==> src/rtl/pwm_output_stage.sv <==
// Drives 16 pins from the SPI control registers. Each pin is either static or modulated
// by one shared 8-bit PWM. Duty and mode are shadowed at period boundaries so no runt pulses occur.
module pwm_output_stage #(
  parameter int unsigned CLK_DIV = 13
) (
  input  logic        clk,
  input  logic        rst_n,
  input  logic [15:0] en_out,
  input  logic [15:0] en_pwm_mode,
  input  logic [7:0]  pwm_duty_cycle,
  output logic [15:0] out,
  output logic        period_start
);

  localparam logic [7:0] DIV_LAST = 8'(CLK_DIV - 1);

  logic [7:0]  pre_cnt;
  logic [7:0]  pwm_cnt;
  logic [7:0]  duty_sh;
  logic [15:0] mode_sh;
  logic        tick;
  logic        boundary;
  logic        pwm_level;

  assign tick     = (pre_cnt == DIV_LAST);
  assign boundary = tick && (pwm_cnt == 8'hFF);

  // Full-scale duty must hold the pin high for the whole period, including the count of 255.
  assign pwm_level = (duty_sh == 8'hFF) ? 1'b1 : (pwm_cnt < duty_sh);

  // NOTE: every register, shadows included, is cleared by the async reset so the first
  // period after reset behaves deterministically (PWM pins static until the first boundary).
  always_ff @(posedge clk or negedge rst_n) begin
    if (!rst_n) begin
      pre_cnt      <= '0;
      pwm_cnt      <= '0;
      duty_sh      <= '0;
      mode_sh      <= '0;
      out          <= '0;
      period_start <= 1'b0;
    end else begin
      // NOTE: non-blocking assignments, so every term below sees the pre-edge values;
      // out therefore reflects the old period in the boundary cycle.
      pre_cnt      <= tick ? 8'd0 : pre_cnt + 8'd1;
      period_start <= boundary;
      if (tick) begin
        pwm_cnt <= pwm_cnt + 8'd1;
      end
      if (boundary) begin
        duty_sh <= pwm_duty_cycle;
        mode_sh <= en_pwm_mode;
      end
      // en_out is deliberately not shadowed: enabling or disabling a pin acts next clk.
      out <= en_out & (~mode_sh | {16{pwm_level}});
    end
  end

endmodule
==> config.mk <==
export PLATFORM = sky130hd
export DESIGN_NAME = pwm_output_stage
export DESIGN_NICKNAME = d
export VERILOG_FILES = /design/src/rtl/pwm_output_stage.sv
export SDC_FILE = /design/constraint.sdc
export NUM_CORES = 1
export LEC_CHECK = 0
export BUFFER_PORTS_ARGS = -buffer_cell sky130_fd_sc_hd__buf_2
export CORE_MARGIN = 2
export CORE_UTILIZATION = 45
export CTS_CLUSTER_DIAMETER = 30
export DETAILED_ROUTE_END_ITERATION = 7
export HOLD_SLACK_MARGIN = 0.05
export PLACE_DENSITY = 0.79
export SETUP_SLACK_MARGIN = 0.02
export SKIP_LAST_GASP = 1
export SLEW_MARGIN = 10
export SYNTH_ARGS = -nofsm -noshare
export SYNTH_HDL_FRONTEND = slang
export SYNTH_SLANG_ARGS = --single-unit
==> constraint.sdc <==
create_clock -name clk -period 1.9 [get_ports clk]
set_input_delay 0.38 -clock clk [delete_from_list [all_inputs] [get_ports clk]]
set_output_delay 0.38 -clock clk [all_outputs]
set_load 0.02 [all_outputs]
==> results of run 1 <==
[cells by family (layout without fill, tap and decap cells)]
logic type / after synthesis / in the layout / synth area share, %
flip-flops: 57 / 57 / 60.0
AO/OA/AOI/OAI: 30 / 30 / 8.73
AND/OR/NAND/NOR: 43 / 43 / 10.0
adder cells (fa/ha/maj): 10 / 10 / 5.26
multiplexers: 18 / 18 / 8.52
buffers and inverters: 13 / 107 / 2.73
XOR/XNOR: 13 / 13 / 4.79
[per-layer routing]
metal	up-vias	global-route usage [%]
li1	822	-
met1	882	21.9
met2	45	28.7
met3	6	8.24
met4	0	6.00
met5	-	0
[metrics by stage]
step,power (mW),std cells,worst slack (ns)
after global routing,2.85,348,-0.145
after floorplan,1.29,184,0.0649
after CTS,2.77,344,0.0203
after detailed placement,1.38,326,-0.373
after global placement,1.38,326,-0.266
final,2.75,348,0.0285
[worst paths after layout]
kind	start	to	slack, ns	cells after the start
max	pwm_cnt[1]$_DFFE_PN0N_	out[15]$_DFF_PN0_	0.03	5
min	pwm_duty_cycle[2]	duty_sh[2]$_DFFE_PN0P_	0.23	3
max reg2reg	pwm_cnt[1]$_DFFE_PN0N_	out[15]$_DFF_PN0_	0.03	5
min reg2reg	mode_sh[8]$_DFFE_PN0P_	out[8]$_DFF_PN0_	0.45	1
max in group asynchronous	rst_n	pre_cnt[1]$_DFF_PN0_	0.90	3
min in group asynchronous	rst_n	out[14]$_DFF_PN0_	0.45	2
[synth_stat cells]
| library cell | n |
|---|---|
| dfrtp_1 | 57 |
| mux2_2 | 17 |
| a21boi_0 | 16 |
| ha_1 | 10 |
| nand2_1 | 10 |
| inv_1 | 9 |
| nand4_1 | 8 |
| nor2_1 | 8 |
| o21ai_0 | 8 |
| xnor2_1 | 7 |
| xor2_1 | 6 |
| nand3_1 | 5 |
| nor3_1 | 4 |
| buf_6 | 2 |
| a2111oi_0 | 1 |
| a21o_1 | 1 |
| a21oi_1 | 1 |
| a41o_1 | 1 |
| and2_1 | 1 |
| and3_1 | 1 |
| and4_1 | 1 |
| buf_2 | 1 |
| clkbuf_1 | 1 |
| mux2_1 | 1 |
| nand2b_1 | 1 |
| nand4b_1 | 1 |
| nor2_2 | 1 |
| nor4_4 | 1 |
| o21a_1 | 1 |
| o32ai_1 | 1 |
| or3_4 | 1 |
[registers in the layout, indices dropped and copies added (netlist names)]
signal,cells
duty_sh,8
mode_sh,16
out,16
period_start,1
pre_cnt,8
pwm_cnt,8
[worst max-delay path, delay by kind of cell, from the launching register on]
family	cells	cell delay, ns
AO/OA/AOI/OAI	3	0.83
flip-flops	1	0.42
adder cells (fa/ha/maj)	1	0.34
buffers and inverters	1	0.16
[report_power, final]
group	internal, mW	switching, mW	leakage [nW]
logic	0.0553	0.0710	0.832
registers	1.23	0.00443	0.703
clock network	0.904	0.486	0.120
total	2.19	0.562	1.65
[layout make-up]
cell class / instances / area, um2 / area share [%]
clock buffer: 11 / 141 / 4.27
clock inverter: 5 / 103 / 3.10
inverter: 9 / 33.8 / 1.02
multi-input combinational: 114 / 966 / 29.2
sequential: 57 / 1430 / 43.1
tap: 70 / 87.6 / 2.65
timing repair buffer: 82 / 553 / 16.7
[timing repair]
action,in CTS,in global routing
gates cloned,0,3
buffers inserted,1,1
setup endpoints to repair,16,33
gates resized for setup,3,18
endpoints found under the hold margin,11,0
pin swaps,1,2
hold buffers,1,0
==> results by group, run 1 <==
Floorplan
  • Die Width: 76.7 um
  • Core area: ~0.005 mm2
  • Die Area: 0.00588 mm2
  • Chip height: around 77 um
  • Initial Util: 46.6%
  • # IOs: 59
  • Row count: 26

Logic synthesis
  • FF+latch count, synth: 57
  • Area of the mapped netlist: 0.00238 mm2
  • Seq/Total Area, Yosys: between 50% and 60%
  • Post-Syn Nets: 236
  • Area share of the largest cell type after synthesis: 60.0%
  • Synth area leader: dfrtp_1
  • Post-synthesis cell count: roughly 180
  • Synth warnings: 0
  • Cell variety after synth: 31
  • Post-Syn Area per Cell: ~13 um2
  • Top cells by area in the synthesized netlist: dfrtp_1 60%, mux2_2 8.0%, ha_1 5.3%, a21boi_0 5.0%, xnor2_1 2.6%

STA
  • RSZ-0062 raised after global routing: true
  • Hold Vio Cnt, Final: 0
  • Post-Route Setup TNS: 0 ns
  • Fin crit share: between 90% and 100%
  • Pins Over Slew Limit: 0
  • Actual transition at the worst max-transition pin: between 0.4 and 0.5 ns
  • Final clock skew: 0.00879 ns
  • Slew HR: 69.0%
  • Final setup fails: 0
  • Worst hold slack: about 0.23 ns
  • Fmax: about 530 MHz
  • Tmin final: 1.87 ns

Route
  • Initial drt markers: 92
  • Final wirelength: 5570 um
  • ANT nets after route: 0
  • DRT Pass-1 Iters: 4
  • Vias per Instance: about 5.0
  • DRC: 0
  • M1 WL: 2280 um
  • Vias: ~1800
  • WL/cell: between 15 and 20 um
  • WL met2: a little under 3000 um
  • Met3 Wirelength: around 250 um
  • Top Layer Used: met4

Placed design
  • DP Area: 0.00289 mm2
  • I/O Buffers: 58
  • Gpl congestion: 0.833
  • HPWL after detailed placement: 3390 um

Critical path
  • CP arrival: 2.11 ns
  • CP Launch Type: flop
  • Critical path type: reg2reg
  • Crit end category: flop
  • Critical path cell sequence: ha_1, a2111oi_2, o32ai_4, buf_12, a21boi_0
  • CP peak stage delay: 0.46 ns
  • Crit path max fanout: 16
  • CP required: about 2.1 ns
  • Critical-path top delay cell: a2111oi_2

Cells and area
  • Finished Cell Area: approximately 0.0033 mm2
  • Most common cell after layout, fill and taps aside: buf_2
  • Most frequent cells in the layout: 58 x buf_2, 57 x dfrtp_1, 16 x buf_4
  • Ant. Diodes: 0
  • Nets: 325
  • Synthesis-to-layout area growth: 39.2%
  • Final-layout fill cell count: 374
  • Final core occ: approximately two thirds
  • Layout cell share with drive strength beyond 1: a little over two fifths

Min path
  • HP Class: in2reg

Global routing
  • Initial antenna violation count: 0
  • GRT overflow: 0
  • First-pass GRT wire length: between 7000 and 8000 um
  • Overall routing resource usage: between 10% and 20%
  • Largest net degree at the start of global routing: 47
  • Vias in the first global route: 1701

Pwr
  • Peak VDD IR: 0.000535 V
  • Pwr/cell area: approximately 830 mW/mm2
  • Lkg Pwr: between 1.5 and 2 nW

Clock network
  • CTS H-tree depth: 3
  • Clk sinks: 57
  • CTS clk-pin slew, worst paths: about 0.070 ns
  • Cts bufs inserted: 9
  • Clock tree from TritonCTS: yes
  • CTS root buffer: clkbuf_8
  • Skew-Pair Late Insertion Delay: about 0.35 ns
  • CTS max path bufs: 2

Run status
  • Outcome: completed

Run
  • Max Cap Violations: 0
No activity file was read; power rests on OpenSTA's default activity.
==> run 2, diff against run 1 <==
--- a/config.mk
+++ b/config.mk
@@ -6,12 +6,13 @@
 export NUM_CORES = 1
 export LEC_CHECK = 0
 export BUFFER_PORTS_ARGS = -buffer_cell sky130_fd_sc_hd__buf_2
+export CORE_ASPECT_RATIO = 0.6
 export CORE_MARGIN = 2
-export CORE_UTILIZATION = 45
+export CORE_UTILIZATION = 37
 export CTS_CLUSTER_DIAMETER = 30
 export DETAILED_ROUTE_END_ITERATION = 7
 export HOLD_SLACK_MARGIN = 0.05
-export PLACE_DENSITY = 0.79
+export PLACE_DENSITY = 0.68
 export SETUP_SLACK_MARGIN = 0.02
 export SKIP_LAST_GASP = 1
 export SLEW_MARGIN = 10
==> run 2 against run 1 <==
Combinational power fell by 3%. Setup slack improved by 0.057 ns. Utilization fell by 14 points. Worst hold slack got worse by 0.17 ns. Largest cell class unchanged. Fmax rose by 3.1%. Cell count rose by 2.3%. Clock power barely moved. Final area fell by 4.5%. Sequential share of layout area rose by 2.0 points. Clock-buffer cell count did not move. Critical path type unchanged.
==> results by group, run 2 (synthesis results as in run 1) <==
Critical path
  • CP peak stage delay: 0.41 ns
  • CP delay by family, top: simple AND/OR/NAND/NOR gates
  • CP required: 2.11 ns
  • CP Launch Type: flop
  • Worst path buffer plus inverter count: 1
  • Critical path type: reg2reg
  • Critical path cell sequence: or3_4, nor4_4, buf_4, mux2_2
  • CP arrival: around 2 ns
  • Crit path max fanout: 11
  • Crit end category: flop
  • Critical-path top delay cell: or3_4

Clock network
  • CTS clk-pin slew, worst paths: ~0.070 ns
  • CTS H-tree depth: 3
  • Cts bufs inserted: 9
  • Skew-Pair Late Insertion Delay: between 0.3 and 0.4 ns
  • Post-CTS Setup Bufs: 0
  • Clock tree from TritonCTS: yes
  • CTS max path bufs: 2
  • CTS root buffer: clkbuf_8
  • Hold Buf Count CTS: 0
  • Post-cts gate resize count: 0
  • Clk sinks: 57

Run status
  • Outcome: completed

Pwr
  • Switching power: about 0.54 mW
  • Total power: between 2 and 3 mW
  • Logic pwr share: under 10%
  • Peak VDD IR: 0.000453 V
  • Part of the power in registers: a little under half
  • Int Power: 2.19 mW
  • Lkg Pwr: between 1.5 and 2 nW
  • Clk pwr share: 50.3%
  • Pwr/cell area: 864 mW/mm2
  • Sw frac: 19.8%

Route
  • Vias per Instance: approximately 4.7
  • DRC: 0
  • DRT Pass-1 Iters: 4
  • Initial drt markers: 48
  • ANT nets after route: 0
  • WL/cell: around 14 um
  • Vias: approximately 1700
  • Final wirelength: 4880 um

Global routing
  • Vias in the first global route: approximately 1700
  • Overall routing resource usage: 14.9%
  • Largest net degree at the start of global routing: 58
  • Initial antenna violation count: 0
  • GRT overflow: 0
  • First-pass GRT wire length: roughly 7900 um

STA
  • Fmax: between 500 and 600 MHz
  • Tmin final: approximately 1.8 ns
  • Final setup margin: 0.0851 ns
  • Actual transition at the worst max-transition pin: between 0.3 and 0.4 ns
  • Final setup fails: 0
  • Fin crit share: between 90% and 100%
  • Pins Over Slew Limit: 0
  • Hold Vio Cnt, Final: 0
  • RSZ-0062 raised after global routing: true
  • Slew HR: roughly 76%
  • Final clock skew: 0.00869 ns
  • Post-Route Setup TNS: 0 ns

Placed design
  • DP Area: 0.00291 mm2
  • Gpl congestion: between 0.8 and 0.9
  • Worst slack, placed: ~0.057 ns
  • HPWL after detailed placement: between 3000 and 4000 um
  • I/O Buffers: just under 60

Floorplan
  • Core area: between 0.006 and 0.007 mm2
  • Die Width: between 100 and 150 um
  • # IOs: 59
  • Row count: 22
  • Die Area: ~0.0071 mm2
  • Initial Util: between 30 and 40%
  • Chip height: 66.1 um

Cells and area
  • Nets: approximately 320
  • Ant. Diodes: 0
  • Finished Cell Area: between 0.003 and 0.004 mm2
  • Layout cell share with drive strength beyond 1: 41.5%
  • Top flop regs: mode_sh: 16 flops, out: 16 flops
  • Most frequent cells in the layout: 58 x buf_2, 57 x dfrtp_1, 17 x mux2_2
  • Most common cell after layout, fill and taps aside: buf_2
  • Synthesis-to-layout area growth: 32.9%

Min path
  • HP Class: in2async

Run
  • Max Cap Violations: 0
[run 2: through the flow]
step,cells,hold WS (ns),util [%]
after floorplan,184,0.0844,-
after global placement,340,0.406,47.2
after detailed placement,340,0.405,47.2
after CTS,356,0.0520,51.2
after global routing,356,0.0537,51.3
final,356,0.0540,51.3
[run 2: power groups by stage]
stage | Combinational [mW] | Clock (mW) | Sequential, mW
6_report | 0.122 | 1.37 | 1.24
5_1_grt | 0.136 | 1.47 | 1.24
4_1_cts | 0.126 | 1.41 | 1.24
3_5_place_dp | 0.126 | 0 | 1.26
3_3_place_gp | 0.125 | 0 | 1.26
2_1_floorplan | 0.0112 | 0 | 1.28
[run 2: path summary, 6_finish.rpt]
kind	from	end	slack (ns)	cells after the start
min in group clk	pwm_duty_cycle[5]	duty_sh[5]$_DFFE_PN0P_	0.28	3
setup reg to reg	pre_cnt[5]$_DFF_PN0_	mode_sh[3]$_DFFE_PN0P_	0.09	4
hold / removal	rst_n	duty_sh[5]$_DFFE_PN0P_	0.05	2
setup / recovery	pre_cnt[5]$_DFF_PN0_	mode_sh[3]$_DFFE_PN0P_	0.09	4
hold reg to reg	mode_sh[8]$_DFFE_PN0P_	out[8]$_DFF_PN0_	0.45	1
max in group asynchronous	rst_n	pre_cnt[7]$_DFF_PN0_	1.59	2
[run 2: layout make-up]
cell class	instances	area, um2
clock buffer	11	141
clock inverter	5	103
fill	587	3010
inverter	9	33.8
multi-input combinational	114	901
sequential	57	1430
tap	84	105
timing repair buffer	76	450
[run 2: per-layer routing]
layer | vias up | share of wire (%) | track usage, %
li1 | 816 | - | -
met1 | 784 | 49 | 20.4
met2 | 58 | 43 | 21.6
met3 | 0 | 7.4 | 7.88
met4 | 0 | 0 | 1.92
met5 | - | 0 | 0
==> run 3, diff against run 2 <==
--- a/config.mk
+++ b/config.mk
@@ -10,6 +10,7 @@
 export CORE_MARGIN = 2
 export CORE_UTILIZATION = 37
 export CTS_CLUSTER_DIAMETER = 30
+export CTS_CLUSTER_SIZE = 24
 export DETAILED_ROUTE_END_ITERATION = 7
 export HOLD_SLACK_MARGIN = 0.05
 export PLACE_DENSITY = 0.68
==> constraint.sdc (replaced) <==
create_clock -name clk -period 1.5 [get_ports clk]
set_input_delay 0.3 -clock clk [delete_from_list [all_inputs] [get_ports clk]]
set_output_delay 0.3 -clock clk [all_outputs]
set_load 0.02 [all_outputs]
==> run 3 against run 2 <==
The flow now finishes with violations (negative setup slack). First-iteration DRC count increased by 10%. Power rose by 22%. Final area is 15% higher. Utilization grew 7.6 points. Sequential share of layout area is 5.7 points lower. Critical path type unchanged.
==> results by group, run 3 (synthesis results as in run 1) <==
Critical path
  • Critical path depth: 5
  • Critical-path top delay cell: or3_4
  • Reg2Reg Setup Slack: -0.35 ns
  • CP required: between 1.5 and 2 ns
  • CP arrival: between 2 and 2.5 ns
  • Crit path max fanout: 7
  • CP endpoint: mode_sh[15]$_DFFE_PN0P_
  • Worst r2r src: pre_cnt[4]$_DFF_PN0_
  • R2R cell count: 5
  • Critical Path Start: pre_cnt[4]$_DFF_PN0_
  • Critical path type: reg2reg
  • CP peak stage delay: 0.41 ns
  • Worst path buffer plus inverter count: 2
  • CP Launch Type: flop
  • FF-to-FF End: mode_sh[15]$_DFFE_PN0P_
  • CP delay by family, top: simple AND/OR/NAND/NOR gates
  • Critical path cell sequence: or3_4, nor4_4, buf_4, buf_6, mux2_2
  • Crit end category: flop

Clock network
  • CTS max path bufs: 2
  • CTS root buffer: clkbuf_8
  • CTS H-tree depth: 3
  • Clock tree from TritonCTS: yes
  • Skew-Pair Late Insertion Delay: approximately 0.33 ns
  • Cts bufs inserted: 9
  • Clk sinks: 57
  • CTS clk-pin slew, worst paths: around 0.060 ns

Pwr
  • Clk pwr share: approximately half
  • Sw frac: between 20 and 25%
  • Part of the power in registers: 46.9%
  • Switching power: approximately 0.7 mW
  • Lkg Pwr: between 1.5 and 2 nW
  • Int Power: between 2 and 3 mW
  • Total power: about 3.3 mW
  • Peak VDD IR: 0.000515 V
  • Logic pwr share: roughly 5.0%
  • Pwr/cell area: around 920 mW/mm2

Placed design
  • HPWL after detailed placement: 3610 um
  • Gpl congestion: approximately 0.79
  • I/O Buffers: 58
  • Worst slack, placed: -0.294 ns

Floorplan
  • Die Area: around 0.007 mm2
  • # IOs: just under 60
  • Die Width: about 110 um
  • Chip height: 66.1 um
  • Row count: 22
  • Initial Util: a little under 40%
  • Core area: roughly 0.0062 mm2

STA
  • Slew HR: between 70 and 80%
  • Tmin final: around 1.9 ns
  • Final setup fails: a little under 50
  • Actual transition at the worst max-transition pin: approximately 0.33 ns
  • Post-Route Setup TNS: -10.19 ns
  • Hold Vio Cnt, Final: 0
  • Final setup margin: -0.350 ns
  • Pins Over Slew Limit: 0
  • Fin crit share: 123%
  • RSZ-0062 raised after global routing: true
  • Final clock skew: roughly 0.0050 ns
  • Fmax: roughly 540 MHz

Route
  • WL/cell: between 10 and 15 um
  • Vias per Instance: between 4 and 5
  • DRC: 0
  • Initial drt markers: between 50 and 60
  • ANT nets after route: 0
  • DRT Pass-1 Iters: 4
  • Vias: 1810
  • Final wirelength: between 5000 and 6000 um

Min path
  • Hold path startpoint: pwm_duty_cycle[4]
  • HP Class: in2reg

Cells and area
  • Most frequent cells in the layout: 58 x buf_2, 54 x dfrtp_1, 34 x buf_4
  • Layout cell share with drive strength beyond 1: 59.9%
  • Most common cell after layout, fill and taps aside: buf_2
  • Synthesis-to-layout area growth: 52.7%
  • Nets: 346
  • Multi-input logic area: ~0.0011 mm2
  • Final-layout fill cell count: ~520
  • Final core occ: 58.9%
  • Ant. Diodes: 0
  • Top flop regs: mode_sh: 16 flops, out: 16 flops
  • Register Area: 0.00143 mm2

Run
  • Max Cap Violations: 0

Run status
  • Failing checks: negative setup slack
  • Outcome: complete, but fails checks

Global routing
  • Initial antenna violation count: 0
  • First-pass GRT wire length: ~8200 um
  • Overall routing resource usage: between 10% and 20%
  • Vias in the first global route: about 1700
  • GRT overflow: 0
  • Largest net degree at the start of global routing: 58
-- run 3: worst min-delay path, stage by stage --
cell and delay [ns]:
buf_2 0.08, nand2_1 0.03, o21ai_0 0.05
-- run 3: power by group through the flow --
stage | Clock [mW] | Combinational, mW | Sequential [mW]
floorplan | 0 | 0.0165 | 1.62
global placement | 0 | 0.158 | 1.59
detailed placement | 0 | 0.161 | 1.59
CTS | 1.66 | 0.163 | 1.56
global route | 1.72 | 0.183 | 1.56
finish | 1.61 | 0.165 | 1.56
-- run 3: layout make-up --
class	count	area share [%]
clock inverter	5	2.14
tap	84	2.89
multi-input combinational	114	31.1
inverter	9	0.930
clock buffer	11	4.17
sequential	57	39.4
timing repair buffer	103	19.4
-- run 3: layer usage --
metal / GRT usage (%) / part of all wire, % / vias up
met5: 0 / 0 / -
met4: 6.57 / 1.2 / 0
met3: 7.00 / 6.7 / 8
met2: 21.5 / 44 / 58
met1: 21.2 / 48 / 874
li1: - / - / 870
-- run 3: worst min path at each step --
stage | endpoint | slack, ns | cells after the start
finish | duty_sh[4]$_DFFE_PN0P_ | 0.17 | 3
global route | duty_sh[4]$_DFFE_PN0P_ | 0.15 | 3
CTS | duty_sh[4]$_DFFE_PN0P_ | 0.15 | 3
detailed placement | duty_sh[7]$_DFFE_PN0P_ | 0.33 | 2
global placement | duty_sh[7]$_DFFE_PN0P_ | 0.32 | 2
floorplan | duty_sh[0]$_DFFE_PN0P_ | 0.004 | 0
-- run 3: per-stage QoR --
stage | cell area, um2 | cells | hold WS (ns)
after global routing | 3630 | 383 | 0.152
after floorplan | 2400 | 184 | 0.00441
after global placement | 3030 | 354 | 0.323
final | 3630 | 383 | 0.170
after detailed placement | 3030 | 354 | 0.328
after CTS | 3320 | 374 | 0.152
-- run 3: repair_timing --
item                                    4_1_cts  5_1_grt
endpoints found under the setup margin       46       52
setup buffers                                 3        8
hold buffers                                  1        0
pin swaps                                     3       14
endpoints found under the hold margin        57        0
cloned                                        0        2
resized for setup                             8       54
